==> config.mk <==
export PLATFORM = sky130hd
export DESIGN_NAME = msg_channel_arbiter
export DESIGN_NICKNAME = d
export VERILOG_FILES = /design/src/rtl/msg_channel_arbiter.sv
export SDC_FILE = /design/constraint.sdc
export NUM_CORES = 1
export LEC_CHECK = 0
export BUFFER_PORTS_ARGS = -buffer_cell sky130_fd_sc_hd__buf_2
export CAP_MARGIN = 40
export CORE_ASPECT_RATIO = 0.9
export CORE_MARGIN = 5
export CORE_UTILIZATION = 49
export CTS_BUF_LIST = sky130_fd_sc_hd__clkbuf_2
export DETAILED_ROUTE_END_ITERATION = 8
export MAX_ROUTING_LAYER = met4
export PLACE_DENSITY = 0.78
export SKIP_LAST_GASP = 1
export SLEW_MARGIN = 20
export SYNTH_ARGS = -nofsm -noshare
export SYNTH_HDL_FRONTEND = slang
export SYNTH_SLANG_ARGS = --single-unit
==> constraint.sdc <==
create_clock -name clock -period 1.4 [get_ports clock]
set_input_delay 0.07 -clock clock [delete_from_list [all_inputs] [get_ports clock]]
set_output_delay 0.07 -clock clock [all_outputs]
set_load 0.005 [all_outputs]
==> src/rtl/msg_channel_arbiter.sv <==
// msg_channel_arbiter: round-robin share of one NIB_W-bit message channel
// between a single-nibble requester (A) and a B_BEATS-nibble burst requester (B).
//
// Ports:
//   clock, reset_n        rising-edge clock, async active-low reset
//   a_req/a_data/a_ack    A request level, nibble, one-cycle capture pulse
//   b_req/b_data/b_ack    B request level, burst (nibble 0 in LSBs), capture pulse
//   ch_valid/ch_ready     channel beat handshake
//   ch_data/ch_last       current beat and final-beat flag
//   ch_src                source of current message (0 = A, 1 = B)
//   busy                  high when not IDLE
//   a_msg_cnt/b_msg_cnt   completed-message counters (only with MSG_ARB_STATS_EN)
//
// Optional feature macro: MSG_ARB_STATS_EN adds the per-source message counters.
module msg_channel_arbiter #(
    parameter int NIB_W   = 4,
    parameter int B_BEATS = 4
) (
    input  logic                     clock,
    input  logic                     reset_n,
    input  logic                     a_req,
    input  logic [NIB_W-1:0]         a_data,
    output logic                     a_ack,
    input  logic                     b_req,
    input  logic [B_BEATS*NIB_W-1:0] b_data,
    output logic                     b_ack,
    output logic                     ch_valid,
    input  logic                     ch_ready,
    output logic [NIB_W-1:0]         ch_data,
    output logic                     ch_last,
    output logic                     ch_src,
    output logic                     busy
`ifdef MSG_ARB_STATS_EN
    ,
    output logic [7:0]               a_msg_cnt,
    output logic [7:0]               b_msg_cnt
`endif
);

    localparam int BW = B_BEATS * NIB_W;
    localparam int CW = $clog2(B_BEATS);
    localparam logic [CW-1:0] LAST_BEAT = CW'(B_BEATS - 1);

    typedef enum logic [1:0] {
        IDLE   = 2'd0,
        SEND_A = 2'd1,
        SEND_B = 2'd2
    } state_t;

    state_t          state, state_nxt;
    logic            last_grant, last_grant_nxt;
    logic [BW-1:0]   shreg, shreg_nxt;
    logic [CW-1:0]   cnt, cnt_nxt, cnt_inc;
    logic            a_ack_nxt, b_ack_nxt;
    logic            valid_nxt, last_nxt, src_nxt;
    logic [NIB_W-1:0] data_nxt;
    logic            grant_a, grant_b, hs;

    assign hs      = ch_valid & ch_ready;
    assign cnt_inc = cnt + CW'(1);

    // last_grant: 0 = A, 1 = B; the requester that did not win last time
    // takes a tie.
    assign grant_a = a_req & (~b_req | last_grant);
    assign grant_b = b_req & ~grant_a;

    always_ff @(posedge clock or negedge reset_n) begin
        if (!reset_n) begin
            state      <= IDLE;
            last_grant <= 1'b1;
            shreg      <= '0;
            cnt        <= '0;
            a_ack      <= 1'b0;
            b_ack      <= 1'b0;
            ch_valid   <= 1'b0;
            ch_data    <= '0;
            ch_last    <= 1'b0;
            ch_src     <= 1'b0;
            busy       <= 1'b0;
        end else begin
            state      <= state_nxt;
            last_grant <= last_grant_nxt;
            shreg      <= shreg_nxt;
            cnt        <= cnt_nxt;
            a_ack      <= a_ack_nxt;
            b_ack      <= b_ack_nxt;
            ch_valid   <= valid_nxt;
            ch_data    <= data_nxt;
            ch_last    <= last_nxt;
            ch_src     <= src_nxt;
            busy       <= (state_nxt != IDLE);
        end
    end

    always_comb begin
        state_nxt      = state;
        last_grant_nxt = last_grant;
        shreg_nxt      = shreg;
        cnt_nxt        = cnt;
        a_ack_nxt      = 1'b0;
        b_ack_nxt      = 1'b0;
        valid_nxt      = ch_valid;
        data_nxt       = ch_data;
        last_nxt       = ch_last;
        src_nxt        = ch_src;
        unique case (state)
            IDLE: begin
                if (grant_a) begin
                    state_nxt      = SEND_A;
                    last_grant_nxt = 1'b0;
                    a_ack_nxt      = 1'b1;
                    valid_nxt      = 1'b1;
                    data_nxt       = a_data;
                    last_nxt       = 1'b1;
                    src_nxt        = 1'b0;
                end else if (grant_b) begin
                    state_nxt      = SEND_B;
                    last_grant_nxt = 1'b1;
                    b_ack_nxt      = 1'b1;
                    shreg_nxt      = b_data;
                    cnt_nxt        = '0;
                    valid_nxt      = 1'b1;
                    data_nxt       = b_data[NIB_W-1:0];
                    last_nxt       = 1'b0;
                    src_nxt        = 1'b1;
                end
            end
            SEND_A: begin
                if (hs) begin
                    state_nxt = IDLE;
                    valid_nxt = 1'b0;
                    last_nxt  = 1'b0;
                end
            end
            SEND_B: begin
                if (hs) begin
                    if (cnt == LAST_BEAT) begin
                        state_nxt = IDLE;
                        valid_nxt = 1'b0;
                        last_nxt  = 1'b0;
                    end else begin
                        // Next beat comes from the nibble above the one
                        // currently on the channel.
                        shreg_nxt = shreg >> NIB_W;
                        cnt_nxt   = cnt_inc;
                        data_nxt  = shreg[2*NIB_W-1:NIB_W];
                        last_nxt  = (cnt_inc == LAST_BEAT);
                    end
                end
            end
            default: begin
                state_nxt = IDLE;
                valid_nxt = 1'b0;
                last_nxt  = 1'b0;
            end
        endcase
    end

`ifdef MSG_ARB_STATS_EN
    always_ff @(posedge clock or negedge reset_n) begin
        if (!reset_n) begin
            a_msg_cnt <= '0;
            b_msg_cnt <= '0;
        end else begin
            if (hs && state == SEND_A)
                a_msg_cnt <= a_msg_cnt + 8'd1;
            if (hs && state == SEND_B && cnt == LAST_BEAT)
                b_msg_cnt <= b_msg_cnt + 8'd1;
        end
    end
`endif

endmodule

* After elaboration in Yosys (flattened, before gate mapping)
Index checks and enable logic that the tools add are counted.
** Word-level totals
- Input bits :: 25
- Bits in registers :: 31
** Cells by class
- Eq/ne operators :: 11
- $add $sub $neg :: 1
- Bitwise operators :: 6
- Multiplexer cells :: 38
- Reductions and logical operators :: 9
** Operators by type and width (count)
- 16-bit 2-to-1 mux :: 4
- 16-bit case mux with 2 select lines :: 1
- 2-bit 2-to-1 mux :: 9
- 4-bit 2-to-1 mux :: 4
- 1-bit 2-to-1 mux :: 15
- 2-bit inequality test (second input constant) :: 6
- 4-bit case mux with 2 select lines :: 1
- 4-bit AND reduction :: 2
- 2-bit equality test (second input constant) :: 3
- 1-bit case mux with 3 select lines :: 2
- 2-bit case mux with 3 select lines :: 1
- 2-bit nonzero test :: 3
- 5-bit AND reduction :: 1
- 2-bit case mux with 2 select lines :: 1
- 1-bit AND :: 3
- 3-bit inequality test (second input constant) :: 1
- 3-bit AND reduction :: 1
- 2-bit by 1-bit adder with 2-bit output (second input constant) :: 1
- 2-bit by 1-bit equality test with 1-bit output (second input constant) :: 1
- 2-bit zero test :: 1
- 1-bit inverter :: 2
- 2-bit AND reduction :: 1
- 1-bit bitwise OR :: 1

* Depth between registers and ports, before layout
- Depth after elaboration :: 9
- Gate-level depth with buffers :: 6

* Worst setup path before layout
Ideal clock, no wire load.
- Kind :: register to register
- Start :: register cnt[0]
- End :: register cnt[1]
- Required time :: 1272 ps
- Arrival :: 1296 ps
- Setup slack :: -24 ps
- Path buffers :: 0
- Cell stages (with the launch flop) :: 5
- Setup time :: 128 ps
- Clock period less this slack :: 1424 ps
- Path through :: dfrtp_1 > ha_1 > nand3b_4 > o2bb2ai_4 > mux2_1
** Between the ends
- Word-level cells in the longest chain between the ends :: 4
- Elaborated cells on any way between the ends :: 7
- Those cells by class :: 1 x add/sub; 2 x eq/ne; 3 x mux; 1 x reduce/logical
** Ends and longest elaborated chain
- start: declaration :: line 53 : logic [CW-1:0] cnt, cnt_nxt, cnt_inc;
- start signal: assignment :: line 84 : cnt <= cnt_nxt;
- 2-bit by 1-bit adder with 2-bit output :: line 60 : assign cnt_inc = cnt + CW'(1);
- 2-bit 2-to-1 mux :: line 137 : if (cnt == LAST_BEAT) begin
- 2-bit 2-to-1 mux :: line 136 : if (hs) begin
- 2-bit case mux with 2 select lines :: line 106 : unique case (state)
Parallel ways exist; a longest one is shown, timed or not. The select of a mux whose other input is x is not followed.
A chain may end at the register's enable or synchronous reset.

* Worst setup path after layout
- Start :: register last_grant
- End :: register ch_data[0]
** Between the ends
- Word-level cells in the longest chain between the ends :: 6
- Elaborated cells on any way between the ends :: 8
- Those cells by class :: 1 x eq/ne; 2 x mux; 4 x bitwise; 1 x reduce/logical
** Ends and longest elaborated chain
- start: declaration :: line 51 : logic last_grant, last_grant_nxt;
- start signal: assignment :: line 82 : last_grant <= last_grant_nxt;
- 1-bit bitwise OR * :: line 64 : assign grant_a = a_req & (~b_req | last_grant);
- 1-bit AND * :: line 64
- 1-bit inverter :: line 65 : assign grant_b = b_req & ~grant_a;
- 1-bit AND :: line 65
- 3-bit inequality test (no source line)
- 4-bit AND reduction (no source line)
- end signal: assignment :: line 88 : ch_data <= data_nxt;
- end: declaration :: line 29 : output logic [NIB_W-1:0] ch_data,
Every way passes the cells marked *; elsewhere a longest branch is shown, timed or not.

==> impl_results.html <==
<table>
<tr><th>Metric</th><th>Value</th></tr>
<tr><th colspan="2">Timing</th></tr>
<tr><td>Actual transition at the worst max-transition pin</td><td>0.590 ns</td></tr>
<tr><td>Post-route worst setup slack</td><td>-0.0209 ns</td></tr>
<tr><td>Clk_skew</td><td>0.00512 ns</td></tr>
<tr><td>Number of slew-limit violations in the final report</td><td>0</td></tr>
<tr><td>Relative slew slack</td><td>0.607</td></tr>
<tr><td>Share of the clock period used by the worst path after layout</td><td>1.01</td></tr>
<tr><td>Shortest clock period the worst path allows after layout</td><td>1.42 ns</td></tr>
<tr><td>Final hold slack</td><td>0.0333 ns</td></tr>
<tr><td>Timing-limited maximum frequency</td><td>704 MHz</td></tr>
<tr><td>Setup violators final</td><td>4</td></tr>
<tr><td>Unrepaired setup endpoints after global routing</td><td>yes</td></tr>
<tr><td>Final count of hold timing violations</td><td>0</td></tr>
<tr><th colspan="2">Logic synthesis</th></tr>
<tr><td>Net count after synthesis</td><td>163</td></tr>
<tr><td>Async set-or-reset flop fraction in the synthesized netlist</td><td>1.00</td></tr>
<tr><td>Combinational family with the most area after synthesis</td><td>compound AO/OA/AOI/OAI gates</td></tr>
<tr><td>Dominant cell type by area after synthesis</td><td>dfrtp_1</td></tr>
<tr><td>Commonest cells in the synthesized netlist</td><td>dfrtp_1, nand2_1, nor2_1, a31oi_1</td></tr>
<tr><td>Yosys warnings</td><td>0</td></tr>
<tr><td>Number of distinct library cells after synthesis</td><td>34</td></tr>
<tr><td>Average footprint of a synthesized cell</td><td>9.81 um^2</td></tr>
<tr><td>Count of mapped cells out of synthesis</td><td>136</td></tr>
<tr><td>Area of the mapped netlist</td><td>1330 um^2</td></tr>
<tr><td>Synth Area in Adders</td><td>0.0188</td></tr>
<tr><td>Proportion of netlist area held by the largest area contributor</td><td>0.488</td></tr>
<tr><td>Most common cell in the netlist</td><td>dfrtp_1</td></tr>
<tr><td>Prevailing post-synth register cell</td><td>dfrtp_1</td></tr>
<tr><td>Synth Area in Compound Gates</td><td>0.234</td></tr>
<tr><td>Synthesized-area fraction occupied by xor and xnor cells</td><td>0</td></tr>
<tr><td>Multiplexer share of the synthesized area</td><td>0.00844</td></tr>
<tr><td>Share of the yosys chip area belonging to registers</td><td>0.508</td></tr>
<tr><td>Post-synth EDFFs</td><td>0</td></tr>
<tr><td>Post-synthesis simple-gate area fraction</td><td>0.186</td></tr>
<tr><td>Leading cell types by total area after synthesis</td><td>dfrtp_1, nand2_1, a31oi_1</td></tr>
<tr><td>Count of state elements after synthesis</td><td>27</td></tr>
<tr><th colspan="2">GRT</th></tr>
<tr><td>Via count of the first global-routing pass</td><td>1253</td></tr>
<tr><td>Total gr overflow</td><td>0</td></tr>
<tr><td>Pin count of the biggest net entering global routing</td><td>28</td></tr>
<tr><td>Global-route wire length before repair</td><td>5460 um</td></tr>
<tr><td>Antenna violations before repair</td><td>0</td></tr>
<tr><td>All-layer global routing usage</td><td>0.189</td></tr>
<tr><th colspan="2">Worst setup path</th></tr>
<tr><td>Data required time at the worst endpoint</td><td>1.68 ns</td></tr>
<tr><td>Path length in cells of the critical path</td><td>4</td></tr>
<tr><td>Cell class contributing the biggest share of worst-path delay</td><td>flip-flops</td></tr>
<tr><td>Start point of the critical path</td><td>last_grant</td></tr>
<tr><td>Critical Path Start Type</td><td>flop</td></tr>
<tr><td>End of the worst register-to-register path</td><td>ch_data[0]</td></tr>
<tr><td>Cells on worst reg2reg path</td><td>4</td></tr>
<tr><td>Reg2Reg Setup Slack</td><td>-0.02 ns</td></tr>
<tr><td>Worst-path cell with the longest stage delay</td><td>dfstp_2</td></tr>
<tr><td>Worst endpoint data arrival time</td><td>1.70 ns</td></tr>
<tr><td>Capturing element type of the critical path</td><td>flop</td></tr>
<tr><td>Worst-path cell chain</td><td>nand2b_1, nand2_2, a211oi_1, o22ai_1</td></tr>
<tr><td>Delay of the slowest critical-path stage</td><td>0.63 ns</td></tr>
<tr><td>Critical path class</td><td>flop to flop</td></tr>
<tr><td>Crit path max fanout</td><td>7</td></tr>
<tr><td>Buffering stage count on the worst path with inverters included</td><td>0</td></tr>
<tr><td>Beginning of the worst register-to-register path</td><td>last_grant</td></tr>
<tr><th colspan="2">Placement</th></tr>
<tr><td>Worst Setup Slack post-DPL</td><td>-0.0223 ns</td></tr>
<tr><td>Number of buffers inserted by port buffering</td><td>34</td></tr>
<tr><td>DPL Wire Length</td><td>2300 um</td></tr>
<tr><td>Cell count after placement</td><td>205</td></tr>
<tr><td>RePlAce Congestion</td><td>0.773</td></tr>
<tr><th colspan="2">Power</th></tr>
<tr><td>Leak Pwr</td><td>0.915 nW</td></tr>
<tr><td>Power density relative to cell area</td><td>1980 nW/um^2</td></tr>
<tr><td>Total Power Consumption</td><td>3.81 mW</td></tr>
<tr><td>Maximum vdd drop</td><td>0.000992 V</td></tr>
<tr><th colspan="2">Run</th></tr>
<tr><td>Count of max-cap constraint violations</td><td>0</td></tr>
<tr><th colspan="2">Drt</th></tr>
<tr><td>DRC viols</td><td>0</td></tr>
<tr><td>Average wire per cell in the routed design</td><td>14.5 um</td></tr>
<tr><td>Count of TritonRoute iterations in the first routing pass</td><td>6</td></tr>
<tr><td>DR vias</td><td>1236</td></tr>
<tr><td>Count of antenna-violating nets left after detailed routing</td><td>0</td></tr>
<tr><td>Number of vias per cell after detailed routing</td><td>5.26</td></tr>
<tr><td>Total Wirelength</td><td>3400 um</td></tr>
<tr><td>First DRT Iteration DRCs</td><td>42</td></tr>
<tr><th colspan="2">Final layout</th></tr>
<tr><td>Count of antenna diodes in the layout</td><td>0</td></tr>
<tr><td>Layout Cells excl Fill</td><td>235</td></tr>
<tr><td>Fill cell total of the finished layout</td><td>194</td></tr>
<tr><td>Final Net Count</td><td>233</td></tr>
<tr><td>Post-synthesis to final-layout area growth</td><td>44.0%</td></tr>
<tr><td>Final Util</td><td>0.717</td></tr>
<tr><td>Proportion of layout cells with a drive suffix above 1</td><td>0.385</td></tr>
<tr><th colspan="2">Status</th></tr>
<tr><td>Violated checks</td><td>setup timing</td></tr>
<tr><td>Status</td><td>finished with violations</td></tr>
<tr><th colspan="2">Floorplan</th></tr>
<tr><td>Number of top-level pins</td><td>35</td></tr>
<tr><td>Initial standard-cell utilization of the core</td><td>0.498</td></tr>
<tr><td>Site Rows</td><td>18</td></tr>
<tr><td>Die Area</td><td>3870 um^2</td></tr>
<tr><td>Core region area</td><td>2680 um^2</td></tr>
<tr><td>Die height</td><td>59.5 um</td></tr>
<tr><td>Floorplan die width</td><td>65.0 um</td></tr>
<tr><th colspan="2">CTS</th></tr>
<tr><td>Clock net sink count</td><td>27</td></tr>
<tr><td>Max H-tree Level</td><td>1</td></tr>
<tr><td>Root buffer cell</td><td>clkbuf_2</td></tr>
<tr><td>CTS max path bufs</td><td>2</td></tr>
<tr><td>CTS tree</td><td>done</td></tr>
<tr><td>Clock Pin Slew Worst Setup and Hold Paths</td><td>0.25 ns</td></tr>
<tr><td>Source-to-sink clock delay at the later pin of the worst-skew pair</td><td>0.36 ns</td></tr>
<tr><td>Number of buffers added by the clock tree synthesis step</td><td>3</td></tr>
<tr><th colspan="2">Hold path</th></tr>
<tr><td>End of the worst hold path</td><td>ch_data[3]</td></tr>
<tr><td>Class of the worst hold path</td><td>input pin to flop</td></tr>
<tr><td>Hold wc startpoint</td><td>b_data[3]</td></tr>
<tr><td>Hold Path Depth</td><td>3</td></tr>
</table>
[cells in the final DEF (no fill, tap or decap), types with 4 or more instances in the layout]
master,count
buf_2,34
dfrtp_1,25
nand2_1,23
buf_4,19
dlygate4sd3_1,18
nor2_1,12
a31oi_1,9
inv_1,5
a21oi_1,5
a22o_1,4
and3_1,4
a211oi_2,4
o22ai_1,4
o21ai_1,4
clkbuf_2,4
[stage by stage]
step	TNS, ns	cell area, um^2
2_1_floorplan	-0.0135	1340
3_3_place_gp	0	1610
3_5_place_dp	-0.105	1610
4_1_cts	-0.0724	1810
5_1_grt	-0.916	1920
6_report	-0.0438	1920
[worst max path at each step]
stage / end / slack, ns
2_1_floorplan: cnt[1] / -0.01
3_3_place_gp: ch_data[2] / 0.02
3_5_place_dp: ch_data[0] / -0.02
4_1_cts: shreg[4] / -0.02
5_1_grt: shreg[11] / -0.11
6_report: ch_data[0] / -0.02
[cells by family after synthesis]
| logic type | after synthesis |
|---|---|
| simple gates | 52 |
| mux | 1 |
| flops | 27 |
| compound gates | 42 |
| buf+inv | 12 |
| fa+ha+maj | 2 |
[sequential cells by signal, indices dropped and copies added (netlist names)]
name        flops
ch_last         1
ch_valid        1
ch_src          1
ch_data         4
cnt             2
a_ack           1
state           2
b_ack           1
last_grant      1
shreg          12
busy            1
[what timing repair did]
action / 4_1_cts / 5_1_grt
pin swaps: 2 / 3
hold endpoints to repair: 42 / 2
gates resized for setup: 0 / 13
buffers inserted: 2 / 6
hold buffers: 17 / 1
endpoints found under the setup margin: 12 / 20
[tightest hold or removal path: cells and delay by family]
| kind | cells | cell delay, ns |
|---|---|---|
| compound gates | 2 | 0.21 |
| buf+inv | 1 | 0.09 |
[per-layer routing]
layer  routed length (um)  part of all wire  track usage
met4                   76             0.022       0.0723
met2                 1710              0.50        0.332
met5                    0                 0            -
met1                 1430              0.42        0.215
met3                  184             0.054       0.0342
[layout make-up]
type	count	area, um^2	area share
inverter	5	18.8	0.00977
tap	30	37.5	0.0195
sequential	27	678	0.353
multi-input combinational	97	653	0.340
clock buffer	4	20.0	0.0104
timing repair buffer	72	513	0.267
[power breakdown]
part / switching, mW / internal (mW) / leakage [nW]
Clock: 0.231 / 0.0753 / 0.0166
Combinational: 1.02 / 1.08 / 0.574
Sequential: 0.249 / 1.15 / 0.324
Note: power is estimated with default switching activity, not from simulation.
